===== config.mk =====
export PLATFORM = sky130hd
export DESIGN_NAME = coin_vend_fsm
export DESIGN_NICKNAME = d
export VERILOG_FILES = /design/src/rtl/vend_pkg.sv /design/src/rtl/coin_vend_fsm_key_edge.sv /design/src/rtl/coin_vend_fsm.sv
export SDC_FILE = /design/constraint.sdc
export NUM_CORES = 1
export LEC_CHECK = 0
export ABC_AREA = 1
export CAP_MARGIN = 5
export CORE_AREA = 3 3 51 53
export CTS_BUF_LIST = sky130_fd_sc_hd__clkbuf_16
export DETAILED_ROUTE_END_ITERATION = 7
export DIE_AREA = 0 0 54 56
export GPL_ROUTABILITY_DRIVEN = 0
export MAX_ROUTING_LAYER = met4
export PLACE_DENSITY_LB_ADDON = 0.2
export SKIP_LAST_GASP = 1
export SLEW_MARGIN = 20
export SYNTH_ARGS = -nofsm -noshare
export SYNTH_HDL_FRONTEND = slang
export SYNTH_SLANG_ARGS = --single-unit

===== constraint.sdc =====
create_clock -name vend_clk -period 2.5 [get_ports vend_clk]
set_input_delay 0.5 -clock vend_clk [delete_from_list [all_inputs] [get_ports vend_clk]]
set_output_delay 0.5 -clock vend_clk [all_outputs]
set_load 0.1 [all_outputs]

===== src/rtl/vend_pkg.sv =====
`default_nettype none
// +----------------------------------------------------------------------+
// | vend_pkg : state encoding, coin values and price/credit defaults      |
// | Rev 1.0                                                              |
// +----------------------------------------------------------------------+
package vend_pkg;

   typedef enum logic [1:0] {
      S_IDLE   = 2'd0,
      S_CREDIT = 2'd1,
      S_VEND   = 2'd2,
      S_REFUND = 2'd3
   } vend_state_t;

   localparam int c_coin1_val      = 1;
   localparam int c_coin5_val      = 5;
   localparam int c_max_credit_def = 15;
   localparam int c_price_a_def    = 3;
   localparam int c_price_b_def    = 5;

endpackage
`default_nettype wire


===== src/rtl/coin_vend_fsm_key_edge.sv =====
`default_nettype none
// +----------------------------------------------------------------------+
// | key_edge : key input register with falling-edge (press) detect       |
// | Rev 1.0                                                              |
// +----------------------------------------------------------------------+
module key_edge (
   input  logic clk,
   input  logic rst,
   input  logic i_key_n,
   output logic o_fall
);

   logic r_key_q;

   always_ff @(posedge clk) begin
      if (rst) r_key_q <= 1'b1;
      else     r_key_q <= i_key_n;
   end

   assign o_fall = r_key_q & ~i_key_n;

endmodule
`default_nettype wire


===== src/rtl/coin_vend_fsm.sv =====
`default_nettype none
// +----------------------------------------------------------------------+
// | coin_vend_fsm : two-product coin vending controller with refund      |
// | Rev 1.0                                                              |
// +----------------------------------------------------------------------+
module coin_vend_fsm
   import vend_pkg::*;
#(
   parameter int PRICE_A    = c_price_a_def,
   parameter int PRICE_B    = c_price_b_def,
   parameter int MAX_CREDIT = c_max_credit_def
) (
   input  logic       vend_clk,
   input  logic       vend_rst,
   input  logic       key_coin1_n,
   input  logic       key_coin5_n,
   input  logic       key_sel_a_n,
   input  logic       key_sel_b_n,
   input  logic       key_cancel_n,
   output logic [3:0] credit,
   output logic       vend_a,
   output logic       vend_b,
   output logic       change_pulse,
   output logic       coin_reject,
   output logic       no_funds,
   output logic       busy
);

   localparam logic [3:0] c_price_a = 4'(PRICE_A);
   localparam logic [3:0] c_price_b = 4'(PRICE_B);
   localparam logic [4:0] c_max     = 5'(MAX_CREDIT);

   // bit order doubles as priority: [4] cancel ... [0] coin1
   logic [4:0] w_keys_n;
   logic [4:0] w_evt;

   assign w_keys_n = {key_cancel_n, key_sel_a_n, key_sel_b_n, key_coin5_n, key_coin1_n};

   genvar gi;
   generate
      for (gi = 0; gi < 5; gi++) begin : g_key
         key_edge u_key_edge (
            .clk     (vend_clk),
            .rst     (vend_rst),
            .i_key_n (w_keys_n[gi]),
            .o_fall  (w_evt[gi])
         );
      end
   endgenerate

   vend_state_t r_state, w_state_nxt;
   logic [3:0]  r_credit, w_credit_nxt;
   logic        r_phase, w_phase_nxt;
   logic        r_vend_a, w_vend_a_nxt;
   logic        r_vend_b, w_vend_b_nxt;
   logic        r_change, w_change_nxt;
   logic        r_reject, w_reject_nxt;
   logic        r_no_funds, w_no_funds_nxt;
   logic        r_busy, w_busy_nxt;
   logic [3:0]  w_price;
   logic [4:0]  w_coin;
   logic [4:0]  w_sum;

   always_ff @(posedge vend_clk) begin
      if (vend_rst) begin
         r_state    <= S_IDLE;
         r_credit   <= 4'd0;
         r_phase    <= 1'b0;
         r_vend_a   <= 1'b0;
         r_vend_b   <= 1'b0;
         r_change   <= 1'b0;
         r_reject   <= 1'b0;
         r_no_funds <= 1'b0;
         r_busy     <= 1'b0;
      end else begin
         r_state    <= w_state_nxt;
         r_credit   <= w_credit_nxt;
         r_phase    <= w_phase_nxt;
         r_vend_a   <= w_vend_a_nxt;
         r_vend_b   <= w_vend_b_nxt;
         r_change   <= w_change_nxt;
         r_reject   <= w_reject_nxt;
         r_no_funds <= w_no_funds_nxt;
         r_busy     <= w_busy_nxt;
      end
   end

   always_comb begin
      w_state_nxt    = r_state;
      w_credit_nxt   = r_credit;
      w_phase_nxt    = r_phase;
      w_vend_a_nxt   = 1'b0;
      w_vend_b_nxt   = 1'b0;
      w_change_nxt   = 1'b0;
      w_reject_nxt   = 1'b0;
      w_no_funds_nxt = 1'b0;
      w_price        = w_evt[3] ? c_price_a : c_price_b;
      w_coin         = w_evt[1] ? 5'(c_coin5_val) : 5'(c_coin1_val);
      // 5-bit sum so 14+5 shows up as overflow instead of wrapping
      w_sum          = {1'b0, r_credit} + w_coin;

      case (r_state)
         S_IDLE, S_CREDIT: begin
            if (w_evt[4]) begin
               if (r_state == S_CREDIT) begin
                  w_state_nxt = S_REFUND;
                  w_phase_nxt = 1'b0;
               end
            end else if (w_evt[3] || w_evt[2]) begin
               if (r_state == S_CREDIT && r_credit >= w_price) begin
                  w_state_nxt  = S_VEND;
                  w_credit_nxt = r_credit - w_price;
                  w_vend_a_nxt = w_evt[3];
                  w_vend_b_nxt = ~w_evt[3];
               end else begin
                  w_no_funds_nxt = 1'b1;
               end
            end else if (w_evt[1] || w_evt[0]) begin
               if (w_sum <= c_max) begin
                  w_credit_nxt = w_sum[3:0];
                  w_state_nxt  = S_CREDIT;
               end else begin
                  w_reject_nxt = 1'b1;
               end
            end
         end
         S_VEND: begin
            w_phase_nxt = 1'b0;
            w_state_nxt = (r_credit != 4'd0) ? S_REFUND : S_IDLE;
         end
         S_REFUND: begin
            // r_phase=0: emit a coin this cycle; r_phase=1: gap cycle
            if (!r_phase) begin
               if (r_credit != 4'd0) begin
                  w_change_nxt = 1'b1;
                  w_credit_nxt = r_credit - 4'd1;
                  w_phase_nxt  = 1'b1;
               end else begin
                  w_state_nxt = S_IDLE;
               end
            end else begin
               w_phase_nxt = 1'b0;
               if (r_credit == 4'd0) w_state_nxt = S_IDLE;
            end
         end
         default: w_state_nxt = S_IDLE;
      endcase

      w_busy_nxt = (w_state_nxt == S_VEND) || (w_state_nxt == S_REFUND);
   end

   assign credit       = r_credit;
   assign vend_a       = r_vend_a;
   assign vend_b       = r_vend_b;
   assign change_pulse = r_change;
   assign coin_reject  = r_reject;
   assign no_funds     = r_no_funds;
   assign busy         = r_busy;

endmodule
`default_nettype wire


==> impl_results.md, run 1 <==
- Post-CTS Setup Bufs: 0
- Largest family of logic cells by synthesized area: simple AND/OR/NAND/NOR gates
- Status: finished clean
- CTS tree: yes
- Rows: 17
- Post-cts sizing count: 0
- Reg-to-Reg Start: credit[1]
- Root Driver: clkbuf_16
- TritonCTS Buffers: 3
- WL final: around 2.3 mm
- R2R Setup Slk: about 570 ps
- Final antenna-violating net count: 0
- Crit Path Max Fanout: 7
- Setup ws final: 216 ps
- Slew @ Worst Pin: a little over 300 ps
- Synth Area in Simple Gates: 36.6%
- Mean Syn Cell Area: ~7 µm²
- Post-synth cell types: 25
- Cts hold-fix bufs: 0
- Internal power: 0.622 mW
- Core outline area: 0.00219 mm²
- Share of layout cells above drive strength 1: 18.2%
- Sequential fraction of the synthesis area: 32.0%
- Synthesis Warnings: 0
- First-pass GRT wire length: about 4 mm
- Power Density: ~760 mW/mm²
- Post-place setup slack: -28.0 ps
- Clk_skew: roughly 2.7 ps
- Worst slew margin: 79.3%
- Comb pwr share: 35.8%
- Sequential power share: around a third
- Clk buf depth: 2
- Ports: 17
- Area share of fa/ha/maj cells after synthesis: 10.1%
- Congestion Overflow GR: 0
- Hold Crit Endpoint: r_phase
- EDFF count, synth: 0
- Detailed Place HPWL: 1.79 mm
- Worst VDD drop: 0.512 mV
- CP Capture Type: flop
- Vias per Instance: 5.09
- Max-Cap Viols: 0
- Final slew viol count: 0
- Area of the multi-input gates: around 620 µm²
- Initial core utilization: 48.5%
- Hold Path Class: flop to flop
- Nets@finish: about 190
- Fill cells: about 210
- Leak: around 0.68 nW
- CP Data Arrival Time: 2470 ps
- Area grow syn2layout: 24.1%
- H-tree depth: 1
- Net count after synthesis: 170
- Final setup viols: 0
- Worst setup SP type: input pin
- Switching pwr: 0.381 mW
- CP Data Required Time: 2680 ps
- Fin cells: 204
- Pre-antenna DRT Iters: 4
- Total clock sinks: 17
- Crit share post-route: 91.4%
- DIE HEIGHT: 56 µm
- CP Class: input pin to flop
- Minimum clock period: 2280 ps
- Mux cell area share after synthesis: 0%
- Clock Power Share: 32.1%
- Die Width: roughly 54 µm
- Hold path startpoint: r_phase
- Final Hold Viols: 0
- Placed insts: 200
- GRT Overall Usage: 17.9%
- Reg-to-Reg End: credit[0]
- Hold Path Stages: 2
- IO Port Bufs: 16
- Register clock-pin slew on the reported worst setup and hold paths: 50 ps
- Most used DFF post-synth: dfxtp_1
- Max Freq: ~440 MHz
- Antenna violations before repair: 0
- # DRC: 0
- Via count: around 1.0k
- # diodes: 0
- XOR/XNOR share of the synthesized area: 1.65%
- Sw Ratio: a little under two fifths
- Fin Hold WS: 513 ps
- Routed WL per cell: 11.2 µm
- Largest net degree at the start of global routing: 11
- Synth Area in Compound Gates: between 10% and 20%
- RSZ-0062 raised after global routing: no
- Synth Register Bits: 17
- Mapped cell area: roughly 0.0011 mm²
- R2R depth: 11
- FF+latch area: 343 µm²
- Asr flop ratio synth: 0%
- DR iter-0 viols: 18
- Post-Synthesis Cells: 155
- Worst skew pair latency: 250 ps
- Die area: a little over 0.003 mm²
- Number of global-route vias before repair: 993
- Tot Pwr: 1.00 mW
[how the worst max path moves through the flow]
stage,slack [ps],startpoint,cells past startpoint,endpoint
6_report,220,key_sel_a_n,14,credit[0]
3_5_place_dp,-30,key_sel_a_n,14,credit[0]
2_1_floorplan,220,credit[2],11,credit[0]
3_3_place_gp,30,key_sel_a_n,14,credit[0]
4_1_cts,210,key_sel_a_n,14,credit[0]
5_1_grt,20,key_sel_a_n,14,credit[0]
[kinds of logic (layout without fill, tap and decap cells)]
group,count (synthesis),after routing
AOI/OAI and AO/OA,17,17
xor gates and xnor gates,2,2
adders and majority gates,8,8
buffers and inverters,25,46
DFF,17,17
and+or+nand+nor,86,86
[power by group through the flow]
| stage | registers, mW | logic (mW) | clock network, mW |
|---|---|---|---|
| 4_1_cts | 0.322 | 0.360 | 0.328 |
| 6_report | 0.322 | 0.359 | 0.322 |
| 5_1_grt | 0.326 | 0.398 | 0.336 |
| 3_3_place_gp | 0.327 | 0.353 | 0 |
| 2_1_floorplan | 0.417 | 0.193 | 0 |
| 3_5_place_dp | 0.328 | 0.358 | 0 |
[critical path, cell delays in order]
cell             delay (ps)
clkdlybuf4s50_1         470
inv_2                    50
nand2_4                  50
inv_1                    80
fa_1                    440
inv_1                    70
o21ai_0                  70
nand2_1                  90
nand2_1                  80
a21oi_2                 180
nand3_2                 160
nand2_1                 100
nand2_1                  50
nor2_1                   90
[synthesized netlist by cell type (3+ instances only)]
| library cell | number | area, µm² |
|---|---|---|
| dfxtp_1 | 17 | 340 |
| nand2_1 | 38 | 143 |
| nor3_1 | 3 | 15.0 |
| a21oi_1 | 6 | 30.0 |
| o21ai_0 | 5 | 25.0 |
| nand3_1 | 14 | 70.1 |
| or2_2 | 4 | 25.0 |
| nor2_1 | 19 | 71.3 |
| inv_1 | 21 | 78.8 |
| ha_1 | 7 | 87.6 |
[stage by stage]
stage               utilization [%]  setup TNS [ps]  cell area (µm²)
floorplan                         -               0             1060
global placement               56.5               0             1240
detailed placement             56.5           -84.4             1240
CTS                            60.2               0             1320
global route                   60.2               0             1320
finish                         60.2               0             1320
[area by class of cell]
class | count | share of cell area (%)
multi-input cells | 113 | 47.1
flip-flops and latches | 17 | 26.0
repair buffers | 18 | 11.4
inverters | 24 | 6.83
clock buffers | 3 | 5.69
well taps | 28 | 2.66
clock inverters | 1 | 0.380
[routing by layer]
layer,up-vias,GRT usage [%],wire length (µm)
met3,7,2.95,123
met4,0,7.83,61
li1,532,-,-
met1,467,21.9,1060
met2,33,28.2,1040
met5,-,-,0
[cell usage in the layout (no fill, tap or decap), types with 2 or more instances in the layout]
master and instances:
nor2_1 19, buf_4 12, nand3_2 2, clkbuf_16 3
nand2_2 2, nand2_1 38, dfxtp_2 2, o21ai_0 5
inv_1 21, nand3_1 14, ha_1 7, nand3b_1 2
dfxtp_1 15, nor3_1 3, xnor2_1 2, clkdlybuf4s50_1 6
or2_2 4, o22ai_1 2, a21oi_1 6, inv_2 2
(Power assumes the default switching activity.)
==> inputs of run 2 (changes only) <==
--- a/config.mk
+++ b/config.mk
@@ -7,10 +7,10 @@
 export LEC_CHECK = 0
 export ABC_AREA = 1
 export CAP_MARGIN = 5
-export CORE_AREA = 3 3 51 53
+export CORE_AREA = 2 2 51 53
 export CTS_BUF_LIST = sky130_fd_sc_hd__clkbuf_16
 export DETAILED_ROUTE_END_ITERATION = 7
-export DIE_AREA = 0 0 54 56
+export DIE_AREA = 0 0 53 55
 export GPL_ROUTABILITY_DRIVEN = 0
 export MAX_ROUTING_LAYER = met4
 export PLACE_DENSITY_LB_ADDON = 0.2
==> constraint.sdc (replaced) <==
create_clock -name vend_clk -period 2 [get_ports vend_clk]
set_input_delay 0.4 -clock vend_clk [delete_from_list [all_inputs] [get_ports vend_clk]]
set_output_delay 0.4 -clock vend_clk [all_outputs]
set_load 0.1 [all_outputs]
==> impl_results.md, run 2 (synthesis results as in run 1) <==
- Rows: 18 (+1)
- Final slew viol count: 0 (unchanged)
- # DRC: 0 (unchanged)
- Status: finished clean
- Hold Path Class: input pin to flop
- Switching pwr: 0.518 mW (+36%)
- Commonest non-fill, non-tap cells in the layout: nand2_1 (36), buf_4 (24), inv_1 (20)
- Slowest CP cell: fa_2
- Final setup viols: 0 (unchanged)
- Die area: 0.00292 mm² (-3.6%)
- Congestion Overflow GR: 0 (unchanged)
- Final Hold Viols: 0 (unchanged)
- RSZ-0062 raised after global routing: no
- Worst setup SP type: input pin
- Reg-to-Reg Start: credit[1]
- Sw Ratio: 38.1% (+0.12 points)
- Vias per Instance: 5.03 (-1.2%)
- Top cell by count, worst path: nand2_1
- Crit share post-route: roughly 94%
- GRT Overall Usage: 21.5% (+3.6 points)
- Largest net degree at the start of global routing: 11 (unchanged)
- CP Class: input pin to flop
- Total clock sinks: 17 (unchanged)
- Buf/Inv on CP: 4 (unchanged)
- Crit path to: credit[0]
- Root Driver: clkbuf_16
- CTS tree: yes
- Initial core utilization: 44.9% (-3.6 points)
- Most common cell after layout, fill and taps aside: nand2_1
- CP Capture Type: flop
- Comb pwr share: 40.0% (+4.2 points)
- Worst VDD drop: 0.660 mV (+29%)
- First-pass GRT wire length: 4.40 mm (+9.4%)
- Number of global-route vias before repair: 1084 (+9.2%)
- Leak: 0.765 nW (+12%)
- TritonCTS Buffers: 3 (unchanged)
- Core outline area: 0.00236 mm² (+7.9%)
- R2R depth: 11 (unchanged)
- Register clock-pin slew on the reported worst setup and hold paths: 50 ps (about the same)
- Fin Setup TNS: 0 ps (unchanged)
- Nets@finish: 206 (+7.3%)
- Final antenna-violating net count: 0 (unchanged)
- Internal power: 0.841 mW (+35%)
- Via count: 1107 (+6.5%)
- Crit path max-delay family: simple AND/OR/NAND/NOR gates
- Cts hold-fix bufs: 0 (unchanged)
- Area grow syn2layout: 41.9%
- Slew @ Worst Pin: 336 ps (+27.5 ps)
- Minimum clock period: 1880 ps
- Power Density: 901 mW/mm² (+18%)
- Crit path depth: 14 (unchanged)
- Max-Cap Viols: 0 (unchanged)
- Clk buf depth: 2 (unchanged)
- Antenna violations before repair: 0 (unchanged)
- IO Port Bufs: 16 (unchanged)
- Clock Power Share: 29.8% (-2.3 points)
- WL final: 2.63 mm (+15%)
- Crit Path Max Fanout: 7 (unchanged)
- CP Data Required Time: 2180 ps (-500 ps)
- Routed WL per cell: 12.0 µm (+6.9%)
- R2R Setup Slk: 130 ps (-440 ps)
- Critical path's largest stage delay: 380 ps (-90 ps)
- Die Width: 53 µm (-1.9%)
- Clk_skew: 4.34 ps (+1.67 ps)
- # diodes: 0 (unchanged)
- Reg-to-Reg End: credit[0]
- H-tree depth: 1 (unchanged)
- Worst slew margin: 77.6% (-1.7 points)
- Worst skew pair latency: 250 ps (about the same)
- DR iter-0 viols: 31 (+13)
- CP Data Arrival Time: 2060 ps (-410 ps)
- Sequential power share: 30.2% (-1.9 points)
- Ports: 17 (unchanged)
- Fin Hold WS: 474 ps (-38.8 ps)
- Share of layout cells above drive strength 1: 28.9% (+11 points)
- Detailed Place HPWL: 1.99 mm (+11%)
- Pre-antenna DRT Iters: 4 (unchanged)
- Max Freq: approximately 530 MHz
- DIE HEIGHT: 55 µm (-1.8%)
- Crit path cell chain: dlygate4sd2_1, inv_2, nand2_4, inv_4, fa_2, inv_1, o21ai_1, nand2_1, nand2_2, a21oi_2, nand3_4, nand2_1, nand2_1, nor2_2
- Critical Path Start: key_sel_a_n
==> run 2: cell types whose count changed in the layout (fill, tap and decap cells not counted), moves of 2 or more <==
cell / previous run / this run
clkdlybuf4s50_1: 6 / 4
nand2_2: 2 / 4
buf_12: 0 / 2
dfxtp_4: 0 / 2
buf_4: 12 / 24
nand2_1: 38 / 36
nand3_4: 0 / 2
==> run 2: timing repair <==
item | CTS | global route
endpoints found under the setup margin | 4 | 6
hold endpoints to repair | 0 | 0
gates resized for setup | 6 | 8
setup buffers | 2 | 1
pin swaps | 7 | 6
==> run 2: worst min path at each step <==
stage / start / end / slack (ps) / cells after the start
after global placement: r_phase / r_phase / 500 / 2
after detailed placement: r_phase / r_phase / 500 / 2
after global routing: key_coin5_n / g_key[1].u_key_edge.r_key_q / 480 / 3
final: key_sel_a_n / g_key[3].u_key_edge.r_key_q / 470 / 3
after floorplan: vend_rst / flop / 470 / 1
after CTS: key_sel_a_n / g_key[3].u_key_edge.r_key_q / 480 / 3
==> run 2: routing by layer <==
metal	up-vias	part of all wire, %	wire [µm]	track usage (%)
met3	9	4.1	108	2.96
met4	0	3.0	80	12.4
met1	502	43	1130	22.6
met2	33	50	1320	38.8
li1	563	-	-	-
met5	-	0	0	-
==> run 2: area by class of cell <==
class,count,area (µm²)
inverters,24,92.6
well taps,30,37.5
clock buffers,3,75.1
multi-input cells,113,667
clock inverters,1,5.00
repair buffers,32,282
flip-flops and latches,17,349
fillers,222,857
==> run 2: worst min-delay path, cell delays in order <==
cell and delay [ps]:
dlygate4sd2_1 200, inv_2 50, nand2_1 50
==> run 2: power groups by stage <==
stage	Sequential (mW)	Combinational [mW]	Clock (mW)
final	0.410	0.544	0.405
after global routing	0.415	0.596	0.421
after CTS	0.408	0.518	0.411
after detailed placement	0.416	0.498	0
after global placement	0.415	0.490	0
after floorplan	0.523	0.241	0
==> run 2: per-stage QoR <==
step	util [%]	worst slack [ps]	total power [mW]	cell area [µm²]	instances
floorplan	-	23.2	0.764	1070	155
global placement	57.3	-350	0.904	1360	213
detailed placement	57.3	-381	0.914	1360	213
CTS	61.7	18.1	1.34	1460	219
global route	63.8	0.575	1.43	1510	220
finish	63.8	124	1.36	1510	220
==> inputs of run 3 (changes only) <==
--- a/config.mk
+++ b/config.mk
@@ -7,10 +7,10 @@
 export LEC_CHECK = 0
 export ABC_AREA = 1
 export CAP_MARGIN = 5
-export CORE_AREA = 2 2 51 53
+export CORE_AREA = 3 3 52 54
 export CTS_BUF_LIST = sky130_fd_sc_hd__clkbuf_16
 export DETAILED_ROUTE_END_ITERATION = 7
-export DIE_AREA = 0 0 53 55
+export DIE_AREA = 0 0 55 57
 export GPL_ROUTABILITY_DRIVEN = 0
 export MAX_ROUTING_LAYER = met4
 export PLACE_DENSITY_LB_ADDON = 0.2
==> impl_results.md, run 3 (synthesis results as in run 1) <==
- Status: finished clean
- Clk_skew: 3.40 ps (-0.932 ps)
- Worst setup SP type: input pin
- Uppermost routed layer: met4
- Leak: 0.770 nW (+0.65%)
- Worst VDD drop: 0.652 mV (-1.3%)
- Ports: 17 (unchanged)
- Power Density: 913 mW/mm² (+1.3%)
- Number of global-route vias before repair: 1159 (+6.9%)
- Finished Core Util: 67.2% (+3.4 points)
- WL final: 2.96 mm (+12%)
- Clk buf depth: 2 (unchanged)
- CP Data Required Time: 2140 ps (-40 ps)
- Share of layout cells above drive strength 1: 29.7% (+0.74 points)
- Fin Setup TNS: 0 ps (unchanged)
- Routed WL per cell: 13.5 µm (+12%)
- Met3 wire length: 196 µm (+81%)
- Detailed Place HPWL: 1.96 mm (-1.2%)
- Die Width: 55 µm (+3.8%)
- Final setup viols: 0 (unchanged)
- DIE HEIGHT: 57 µm (+3.6%)
- Antenna violations before repair: 0 (unchanged)
- Total clock sinks: 17 (unchanged)
- Hold Path Class: input pin to flop
- Nets@finish: 208 (+0.97%)
- First-pass GRT wire length: 5.04 mm (+15%)
- Minimum clock period: 1900 ps (+21.7 ps)
- DR iter-0 viols: 62 (+100%)
- Worst slew margin: 76.2% (-1.4 points)
- Largest net degree at the start of global routing: 11 (unchanged)
- # DRC: 0 (unchanged)
- Via count: 1170 (+5.7%)
- RSZ-0062 raised after global routing: no
- Final Hold Viols: 0 (unchanged)
- Final slew viol count: 0 (unchanged)
- Post-place setup slack: -429 ps (-47.8 ps)
- Congestion Overflow GR: 0 (unchanged)
- Most common cell after layout, fill and taps aside: nand2_1
- CP Class: input pin to flop
- Register clock-pin slew on the reported worst setup and hold paths: 50 ps (about the same)
- # diodes: 0 (unchanged)
- TritonCTS Buffers: 3 (unchanged)
- Max-Cap Viols: 0 (unchanged)
- Cts hold-fix bufs: 0 (unchanged)
- Setup ws final: 102 ps (-21.7 ps)
- Final antenna-violating net count: 0 (unchanged)
- Max Freq: 527 MHz (-1.1%)
- CP Capture Type: flop
- Tot Pwr: 1.38 mW (+1.8%)
- Commonest non-fill, non-tap cells in the layout: nand2_1 (36), buf_4 (26), inv_1 (20)
- Met2 WL: 1.41 mm (+7.1%)
- Pre-antenna DRT Iters: 4 (unchanged)
- Rows: 17 (-1)
- Area grow syn2layout: 42.6%
- Core outline area: 0.00225 mm² (-4.7%)
- Crit Path Max Fanout: 3 (-4)
- Worst skew pair latency: 250 ps (about the same)
- H-tree depth: 1 (unchanged)
- CTS tree: yes
- Fin Hold WS: 475 ps (+0.196 ps)
- WL met1: 1.19 mm (+5.8%)
- CP Data Arrival Time: 2040 ps (-20 ps)
- IO Port Bufs: 16 (unchanged)
- Initial core utilization: 47.1% (+2.2 points)
- Vias per Instance: 5.32 (+5.7%)
- Die area: 0.00314 mm² (+7.5%)
- Slew @ Worst Pin: 357 ps (+21.2 ps)
- GRT Overall Usage: 21.9% (+0.40 points)
- Crit share post-route: 94.9% (+1.1 points)
- R2R Setup Slk: 180 ps (+50 ps)
- Root Driver: clkbuf_16
## run 3: cell types whose count changed in the layout (fill, tap and decap cells not counted), sizes merged
cell          previous run  this run
buf                     26        28
dlymetal6s2s             1         0
dlygate4sd2              1         2
## run 3: stage by stage
stage | instance area [µm²] | cells
global placement | 1360 | 212
detailed placement | 1360 | 212
global route | 1520 | 220
floorplan | 1070 | 155
finish | 1520 | 220
CTS | 1510 | 220
## run 3: repair_timing
| action | CTS | global route |
|---|---|---|
| setup endpoints to repair | 5 | 3 |
| pin swaps | 8 | 0 |
| buffers inserted | 4 | 0 |
| gates resized for setup | 14 | 1 |
## run 3: metal layers
| metal | vias to the layer above | track usage (%) |
|---|---|---|
| met2 | 65 | 33.4 |
| met4 | 0 | 10.4 |
| met5 | - | - |
| li1 | 565 | - |
| met3 | 22 | 2.35 |
| met1 | 518 | 28.2 |
## run 3: worst max-delay path, stage by stage
cell	delay [ps]
dlygate4sd2_1	240
inv_2	70
nand2_4	60
ha_1	290
ha_1	180
o21ai_0	150
nand2_1	100
buf_4	140
buf_4	120
nand3_1	100
nand3b_1	150
nor2_1	60
## run 3: power breakdown
part           internal, mW  switching (mW)  total (mW)
sequential            0.368          0.0410       0.409
clock                 0.268           0.135       0.403
combinational         0.216           0.355       0.571
## run 3: final cells by class
class	instances	area, µm²
Clock buffer	3	75.1
Clock inverter	1	5.00
Fill cell	193	739
Inverter	24	92.6
Multi-Input combinational cell	113	666
Sequential cell	17	349
Tap cell	28	35.0
Timing Repair Buffer	34	293
## run 3: path summary, 6_finish.rpt
kind | from | endpoint | cells past startpoint
setup / recovery | key_sel_a_n | vend_a | 12
setup reg to reg | credit[0] | credit[1] | 11
hold reg to reg | r_phase | r_phase | 2
hold / removal | key_sel_a_n | g_key[3].u_key_edge.r_key_q | 3
